## src/rtl/instruction_encode.sv

```systemverilog
// RV32 field packer: builds an instruction word from its fields, classifies immediate
// faults, and queues {err,instr} pairs in a small FIFO with valid/ready on both sides.
package common;
  localparam logic [6:0] OPC_LOAD     = 7'h03;
  localparam logic [6:0] OPC_LOAD_FP  = 7'h07;
  localparam logic [6:0] OPC_MISC_MEM = 7'h0F;
  localparam logic [6:0] OPC_OP_IMM   = 7'h13;
  localparam logic [6:0] OPC_AUIPC    = 7'h17;
  localparam logic [6:0] OPC_STORE    = 7'h23;
  localparam logic [6:0] OPC_STORE_FP = 7'h27;
  localparam logic [6:0] OPC_OP       = 7'h33;
  localparam logic [6:0] OPC_LUI      = 7'h37;
  localparam logic [6:0] OPC_MADD     = 7'h43;
  localparam logic [6:0] OPC_MSUB     = 7'h47;
  localparam logic [6:0] OPC_NMSUB    = 7'h4B;
  localparam logic [6:0] OPC_NMADD    = 7'h4F;
  localparam logic [6:0] OPC_OP_FP    = 7'h53;
  localparam logic [6:0] OPC_BRANCH   = 7'h63;
  localparam logic [6:0] OPC_JALR     = 7'h67;
  localparam logic [6:0] OPC_JAL      = 7'h6F;
  localparam logic [6:0] OPC_SYSTEM   = 7'h73;

  localparam logic [31:0] INSTR_NOP = 32'h0000_0013;

  typedef enum logic [2:0] {FMT_R, FMT_I, FMT_S, FMT_B, FMT_U, FMT_J, FMT_X} fmt_e;
  typedef enum logic [1:0] {ERR_OK, ERR_OPCODE, ERR_ALIGN, ERR_RANGE} err_e;

  typedef struct packed {
    logic [1:0]  err;
    logic [31:0] instr;
  } enc_word_t;

  function automatic fmt_e fmt_of(input logic [6:0] opc);
    fmt_e f;
    case (opc)
      OPC_OP, OPC_OP_FP, OPC_MADD, OPC_MSUB, OPC_NMSUB, OPC_NMADD: f = FMT_R;
      OPC_OP_IMM, OPC_JALR, OPC_LOAD, OPC_LOAD_FP, OPC_SYSTEM:     f = FMT_I;
      OPC_STORE, OPC_STORE_FP:                                     f = FMT_S;
      OPC_BRANCH:                                                  f = FMT_B;
      OPC_LUI, OPC_AUIPC:                                          f = FMT_U;
      OPC_JAL:                                                     f = FMT_J;
      default:                                                     f = FMT_X;
    endcase
    return f;
  endfunction
endpackage

module instruction_encode
  import common::*;
#(
  parameter int unsigned DEPTH = 2,
  parameter int unsigned CNT_W = 16
) (
  input  logic             clk,
  input  logic             rst_n,
  input  logic             in_valid,
  output logic             in_ready,
  input  logic [6:0]       opcode,
  input  logic [4:0]       rd,
  input  logic [4:0]       rs1,
  input  logic [4:0]       rs2,
  input  logic [2:0]       func3,
  input  logic [6:0]       funct7,
  input  logic [31:0]      imm,
  output logic             out_valid,
  input  logic             out_ready,
  output logic [31:0]      out_instr,
  output logic [1:0]       out_err,
  output logic [CNT_W-1:0] enc_count,
  output logic [CNT_W-1:0] err_count
);

  localparam int unsigned AW = $clog2(DEPTH);
  localparam int unsigned NW = AW + 1;

  fmt_e        w_fmt;
  logic [31:0] w_raw;
  logic        w_align_bad;
  logic        w_range_bad;
  err_e        w_err;
  enc_word_t   w_word;

  enc_word_t        r_mem [DEPTH];
  logic [AW-1:0]    r_wr_ptr;
  logic [AW-1:0]    r_rd_ptr;
  logic [NW-1:0]    r_count;
  logic             r_in_ready;
  logic             r_out_valid;
  logic [31:0]      r_out_instr;
  logic [1:0]       r_out_err;
  logic [CNT_W-1:0] r_enc_count;
  logic [CNT_W-1:0] r_err_count;

  logic             w_push;
  logic             w_pop;
  logic [NW-1:0]    w_count_nxt;
  enc_word_t        w_head_nxt;

  // Field packing and immediate checks; range holds when the bits above the field are a sign extension.
  always_comb begin
    w_fmt       = fmt_of(opcode);
    w_raw       = '0;
    w_align_bad = 1'b0;
    w_range_bad = 1'b0;
    case (w_fmt)
      FMT_R: w_raw = {funct7, rs2, rs1, func3, rd, opcode};
      FMT_I: begin
        w_raw       = {imm[11:0], rs1, func3, rd, opcode};
        w_range_bad = !((&imm[31:11]) || (~|imm[31:11]));
      end
      FMT_S: begin
        w_raw       = {imm[11:5], rs2, rs1, func3, imm[4:0], opcode};
        w_range_bad = !((&imm[31:11]) || (~|imm[31:11]));
      end
      FMT_B: begin
        w_raw       = {imm[12], imm[10:5], rs2, rs1, func3, imm[4:1], imm[11], opcode};
        w_align_bad = imm[0];
        w_range_bad = !((&imm[31:12]) || (~|imm[31:12]));
      end
      FMT_U: begin
        w_raw       = {imm[31:12], rd, opcode};
        w_align_bad = |imm[11:0];
      end
      FMT_J: begin
        w_raw       = {imm[20], imm[10:1], imm[11], imm[19:12], rd, opcode};
        w_align_bad = imm[0];
        w_range_bad = !((&imm[31:20]) || (~|imm[31:20]));
      end
      default: w_raw = '0;
    endcase

    if (w_fmt == FMT_X)   w_err = ERR_OPCODE;
    else if (w_align_bad) w_err = ERR_ALIGN;
    else if (w_range_bad) w_err = ERR_RANGE;
    else                  w_err = ERR_OK;

    w_word.err   = 2'(w_err);
    w_word.instr = (w_err == ERR_OK) ? w_raw : INSTR_NOP;
  end

  assign w_push      = in_valid && r_in_ready;
  assign w_pop       = r_out_valid && out_ready;
  assign w_count_nxt = r_count + NW'(w_push) - NW'(w_pop);

  // Next head: a popped slot is replaced by the following entry, or by the incoming word when that is the only one left.
  always_comb begin
    w_head_nxt.err   = r_out_err;
    w_head_nxt.instr = r_out_instr;
    if (w_pop) begin
      if (r_count > NW'(1))  w_head_nxt = r_mem[r_rd_ptr + AW'(1)];
      else if (w_push)       w_head_nxt = w_word;
      else                   w_head_nxt = '0;
    end else if ((r_count == '0) && w_push) begin
      w_head_nxt = w_word;
    end
  end

  // Storage array carries no reset; only the pointers and count define which entries are live.
  always_ff @(posedge clk) begin
    if (w_push) r_mem[r_wr_ptr] <= w_word;
  end

  always_ff @(posedge clk or negedge rst_n) begin
    if (!rst_n) begin
      r_wr_ptr    <= '0;
      r_rd_ptr    <= '0;
      r_count     <= '0;
      r_in_ready  <= 1'b0;
      r_out_valid <= 1'b0;
      r_out_instr <= '0;
      r_out_err   <= '0;
    end else begin
      if (w_push) r_wr_ptr <= r_wr_ptr + AW'(1);
      if (w_pop)  r_rd_ptr <= r_rd_ptr + AW'(1);
      r_count     <= w_count_nxt;
      r_in_ready  <= (w_count_nxt != NW'(DEPTH));
      r_out_valid <= (w_count_nxt != '0);
      r_out_instr <= w_head_nxt.instr;
      r_out_err   <= w_head_nxt.err;
    end
  end

  // Counters advance on pop; the error count sticks at all-ones.
  always_ff @(posedge clk or negedge rst_n) begin
    if (!rst_n) begin
      r_enc_count <= '0;
      r_err_count <= '0;
    end else if (w_pop) begin
      r_enc_count <= r_enc_count + CNT_W'(1);
      if ((r_out_err != 2'b00) && (r_err_count != '1))
        r_err_count <= r_err_count + CNT_W'(1);
    end
  end

  assign in_ready  = r_in_ready;
  assign out_valid = r_out_valid;
  assign out_instr = r_out_instr;
  assign out_err   = r_out_err;
  assign enc_count = r_enc_count;
  assign err_count = r_err_count;

endmodule

```

## config.mk

```make
export PLATFORM = sky130hd
export DESIGN_NAME = instruction_encode
export DESIGN_NICKNAME = d
export VERILOG_FILES = /design/src/rtl/instruction_encode.sv
export SDC_FILE = /design/constraint.sdc
export NUM_CORES = 1
export LEC_CHECK = 0
export ABC_AREA = 1
export CORE_ASPECT_RATIO = 0.6
export CORE_MARGIN = 2
export CORE_UTILIZATION = 50
export CTS_BUF_LIST = sky130_fd_sc_hd__clkbuf_4 sky130_fd_sc_hd__clkbuf_8 sky130_fd_sc_hd__clkbuf_16
export CTS_CLUSTER_DIAMETER = 50
export DETAILED_ROUTE_END_ITERATION = 10
export GPL_ROUTABILITY_DRIVEN = 0
export HOLD_SLACK_MARGIN = 0.12
export PLACE_DENSITY = 0.83
export SETUP_SLACK_MARGIN = 0.02
export SLEW_MARGIN = 5
export SYNTH_ARGS = -nofsm -noshare
export SYNTH_HDL_FRONTEND = slang
export SYNTH_SLANG_ARGS = --single-unit
```

## constraint.sdc

```tcl
create_clock -name clk -period 2.55 [get_ports clk]
set_input_delay 0.3825 -clock clk [delete_from_list [all_inputs] [get_ports clk]]
set_output_delay 0.3825 -clock clk [all_outputs]
set_load 0.02 [all_outputs]
```

==> Flow_metrics.wiki <==
{| class="wikitable"
! Metric !! Value
|-
| Result of the run || complete, no violations
|-
| # Max-Cap Violations || 0
|-
| Area grow syn2layout || 42.4%
|-
| Endpoint type of the worst setup path || flip-flop
|-
| Buffer levels on the longest clock path || 2
|-
| Worst-margin pin slew || between 0.6 and 0.7 ns
|-
| Number of standard cells after synthesis || slightly below 800
|-
| I/O Pins || between 100 and 150
|-
| Remaining antenna violation count after routing || 0
|-
| Type of origin of the critical path || input port
|-
| Row count || 34
|-
| Required arrival time at the worst endpoint || roughly 2.7 ns
|-
| Maximum number of pins on one net before global-route repair || 69
|-
| Leading cell types in the layout, fill and taps excluded || 127 x sky130_fd_sc_hd__clkdlybuf4s50_1, 106 x sky130_fd_sc_hd__nand2_1, 93 x sky130_fd_sc_hd__nor2_1
|-
| Setup repair after global routing missed its margin || true
|-
| Post-route fraction of the period consumed by the critical path || approximately 99%
|-
| Post-route clock skew || 0.00785 ns
|-
| Total setup violations reported at the end of the flow || 0
|-
| Layout cell share with drive strength beyond 1 || 24.6%
|-
| Fraction of the yosys area taken by sequential cells || 52.4%
|-
| Synthesis-stage register bit count || between 100 and 150
|-
| Yosys cell types || 39
|-
| Achievable clock frequency || around 400 MHz
|-
| Total global-route track usage || between 20 and 30%
|-
| Min-Delay Path Class || in2async
|-
| Placeable Area || 14400 sq um
|-
| Area after DPL || roughly 9600 sq um
|-
| Wire length of the first global-routing pass || ~35 mm
|-
| Vias post-DR || roughly 6500
|-
| Detail-routed via count per cell || between 5 and 6
|-
| Chip Height || between 90 and 100 um
|-
| Via count of the first global-routing pass || 6615
|-
| Dominant cells by area after synthesis || sky130_fd_sc_hd__edfxtp_1 28%, sky130_fd_sc_hd__dfrtp_1 25%, sky130_fd_sc_hd__nand2_1 5.7%, sky130_fd_sc_hd__nor2_1 5.3%, sky130_fd_sc_hd__mux2i_1 4.8%
|-
| Final global-route overflow total || 0
|-
| Initial antenna violation count || 0
|-
| TritonCTS clock tree || built
|-
| Remaining DRCs || 0
|-
| VDD IR max || 587 uV
|-
| Detailed-router iteration count before antenna repair || 5
|-
| Number of levels the H-tree was split into || 4
|-
| Crit path DAT || 2.70 ns
|-
| Number of CTS-inserted buffers || 17
|-
| Total inserted antenna cells || 0
|-
| Post-synthesis cell area || between 7000 and 8000 sq um
|-
| Final design instance area without fill || around 10000 sq um
|-
| Number of nets in the layout || ~1100
|-
| Number of nets produced by synthesis || 846
|-
| Biggest fanout along the worst timing path || 9
|-
| Root buffer selected by CTS || sky130_fd_sc_hd__clkbuf_16
|-
| Clk slew on worst S/H paths || 0.06 ns
|-
| Avg WL per Cell || around 18 um
|-
| Final hold violations || 0
|-
| Detail Placement HPWL || between 10 and 15 mm
|-
| Final Critical Period || about 2.5 ns
|-
| Horizontal die dimension || approximately 160 um
|-
| Type of the worst setup path || in2reg
|-
| Initial cell density of the core || just over 50%
|-
| Detailed-route wire length || 21.8 mm
|-
| Largest area contributor in the netlist || sky130_fd_sc_hd__edfxtp_1
|-
| Number of DRC markers after the initial detailed-route iteration || about 730
|-
| Clock insertion delay at the later pin of the skew report || 0.42 ns
|-
| Mean Syn Cell Area || approximately 9.5 sq um
|-
| Leak pwr || approximately 4.6 nW
|-
| Final Max Tran Viols || 0
|-
| Most common cell after layout, fill and taps aside || sky130_fd_sc_hd__clkdlybuf4s50_1
|-
| Pwr dens || around 930 nW/um^2
|-
| Number of synthesis warnings || 0
|-
| Number of input and output port buffers inserted || around 140
|-
| Final design utilization || 72.5%
|-
| Area share of the largest cell type after synthesis || ~28%
|-
| Max-slew headroom at the worst pin || a little under three fifths
|-
| Area of the die || around 16000 sq um
|-
| Clk sink count || 140
|}
==> power by group <==
group          leakage [nW]  total [mW]  switching [mW]  internal, mW
Clock                 0.298        2.55           0.942          1.61
Combinational          2.77        3.64            2.02          1.62
Sequential             1.52        3.52           0.488          3.03
==> worst max-delay path: stages <==
cell                            delay [ns]
sky130_fd_sc_hd__dlygate4sd2_1        0.26
sky130_fd_sc_hd__nand2_4              0.10
sky130_fd_sc_hd__nor2_2               0.16
sky130_fd_sc_hd__nand3_1              0.13
sky130_fd_sc_hd__o21ai_2              0.11
sky130_fd_sc_hd__inv_2                0.08
sky130_fd_sc_hd__ha_4                 0.17
sky130_fd_sc_hd__inv_1                0.07
sky130_fd_sc_hd__a21oi_2              0.04
sky130_fd_sc_hd__nand2_2              0.11
sky130_fd_sc_hd__buf_4                0.14
sky130_fd_sc_hd__nand4_4              0.08
sky130_fd_sc_hd__nor2_4               0.14
sky130_fd_sc_hd__nor2_4               0.07
sky130_fd_sc_hd__nand3_4              0.09
sky130_fd_sc_hd__nor2_4               0.05
sky130_fd_sc_hd__buf_12               0.14
sky130_fd_sc_hd__inv_6                0.12
sky130_fd_sc_hd__buf_4                0.17
sky130_fd_sc_hd__nor2_1               0.06
==> through the flow <==
stage	cells	hold WS, ns	TNS [ns]	setup WS [ns]	total power [mW]
finish	1206	0.365	0	0.0252	9.71
global route	1206	0.379	-0.627	-0.0470	10.2
CTS	1204	0.357	0	0.0359	9.66
detailed placement	1165	0.258	-63.57	-0.752	7.05
global placement	1165	0.258	-51.38	-0.593	6.95
floorplan	773	0.0869	0	0.0480	5.38
==> sequential cells by signal, summed over array words and instances (netlist names) <==
register   count
r_count        2
r_wr_ptr       1
in_ready       1
enc_count     16
out_err        2
r_rd_ptr       1
out_instr     32
out_valid      1
r_mem         68
err_count     16
==> final cells by class <==
cell class	count	area, sq um
clock buffers	21	468
fillers	938	3970
clock inverters	11	141
repair inverters	1	3.75
flip-flops and latches	140	3840
inverters	91	349
multi-input cells	515	3180
well taps	198	248
repair buffers	229	2210
==> layer usage <==
metal / vias up / global-route usage [%] / routed length [um] / part of all wire, %
met3: 37 / 7.86 / 2410 / 11
met5: - / 0 / 0 / 0
met4: 0 / 8.66 / 434 / 2.0
li1: 3022 / - / - / -
met2: 380 / 43.6 / 9850 / 45
met1: 3039 / 40.3 / 9120 / 42
==> kinds of logic (layout without fill, tap and decap cells) <==
| kind of cell | Yosys count | count (layout) | share of synthesized area (%) |
|---|---|---|---|
| AOI/OAI and AO/OA | 100 | 100 | 8.23 |
| adders and majority gates | 5 | 5 | 0.852 |
| buffers and inverters | 118 | 353 | 6.75 |
| and+or+nand+nor | 341 | 341 | 23.0 |
| xor gates and xnor gates | 34 | 34 | 4.06 |
| DFF | 140 | 140 | 52.4 |
| muxes | 35 | 35 | 4.77 |
==> path summary, 6_finish.rpt <==
kind,from,end,slack [ns],cells after the start
min in group clk,opcode[2],out_instr[2],0.38,4
max in group asynchronous,rst_n,out_instr[31],1.59,3
setup reg to reg,err_count[0],err_count[15],0.32,12
setup / recovery,opcode[0],r_mem[1][11],0.03,20
hold reg to reg,enc_count[15],enc_count[15],0.47,1
hold / removal,rst_n,err_count[6],0.37,2
==> repair_timing <==
item                       in CTS  in global routing
setup buffers                   4                  2
hold endpoints to repair       14                  0
hold buffers                    1                  0
pin swaps                       4                 11
gates resized for setup        28                 39
gates cloned                    2                  0
setup endpoints to repair      96                 97
==> Yosys cell counts <==
master,count
sky130_fd_sc_hd__xnor2_1,13
sky130_fd_sc_hd__ha_1,5
sky130_fd_sc_hd__nor2_4,4
sky130_fd_sc_hd__edfxtp_1,68
sky130_fd_sc_hd__inv_1,81
sky130_fd_sc_hd__nand2_4,1
sky130_fd_sc_hd__buf_2,8
sky130_fd_sc_hd__nor4_1,7
sky130_fd_sc_hd__dfrtp_1,72
sky130_fd_sc_hd__clkinv_1,1
sky130_fd_sc_hd__o21ai_0,57
sky130_fd_sc_hd__nor3_1,26
sky130_fd_sc_hd__nand3b_2,8
sky130_fd_sc_hd__nand3b_1,3
sky130_fd_sc_hd__nand3_1,27
sky130_fd_sc_hd__xor2_1,21
sky130_fd_sc_hd__nand2_1,111
sky130_fd_sc_hd__o31ai_1,1
sky130_fd_sc_hd__buf_6,2
sky130_fd_sc_hd__nand2_2,10
sky130_fd_sc_hd__buf_12,1
sky130_fd_sc_hd__buf_8,1
sky130_fd_sc_hd__a21oi_1,17
sky130_fd_sc_hd__nand4_4,1
sky130_fd_sc_hd__o21ai_2,1
sky130_fd_sc_hd__or2_2,3
sky130_fd_sc_hd__inv_2,9
sky130_fd_sc_hd__nand3_2,15
sky130_fd_sc_hd__o21ai_1,2
sky130_fd_sc_hd__a21oi_2,20
sky130_fd_sc_hd__a21oi_4,2
sky130_fd_sc_hd__nand3_4,1
sky130_fd_sc_hd__nand4_1,15
sky130_fd_sc_hd__nor2_2,4
sky130_fd_sc_hd__clkbuf_1,13
sky130_fd_sc_hd__nand4_2,1
sky130_fd_sc_hd__mux2i_1,35
sky130_fd_sc_hd__buf_1,2
sky130_fd_sc_hd__nor2_1,104
(Power assumes the default switching activity.)
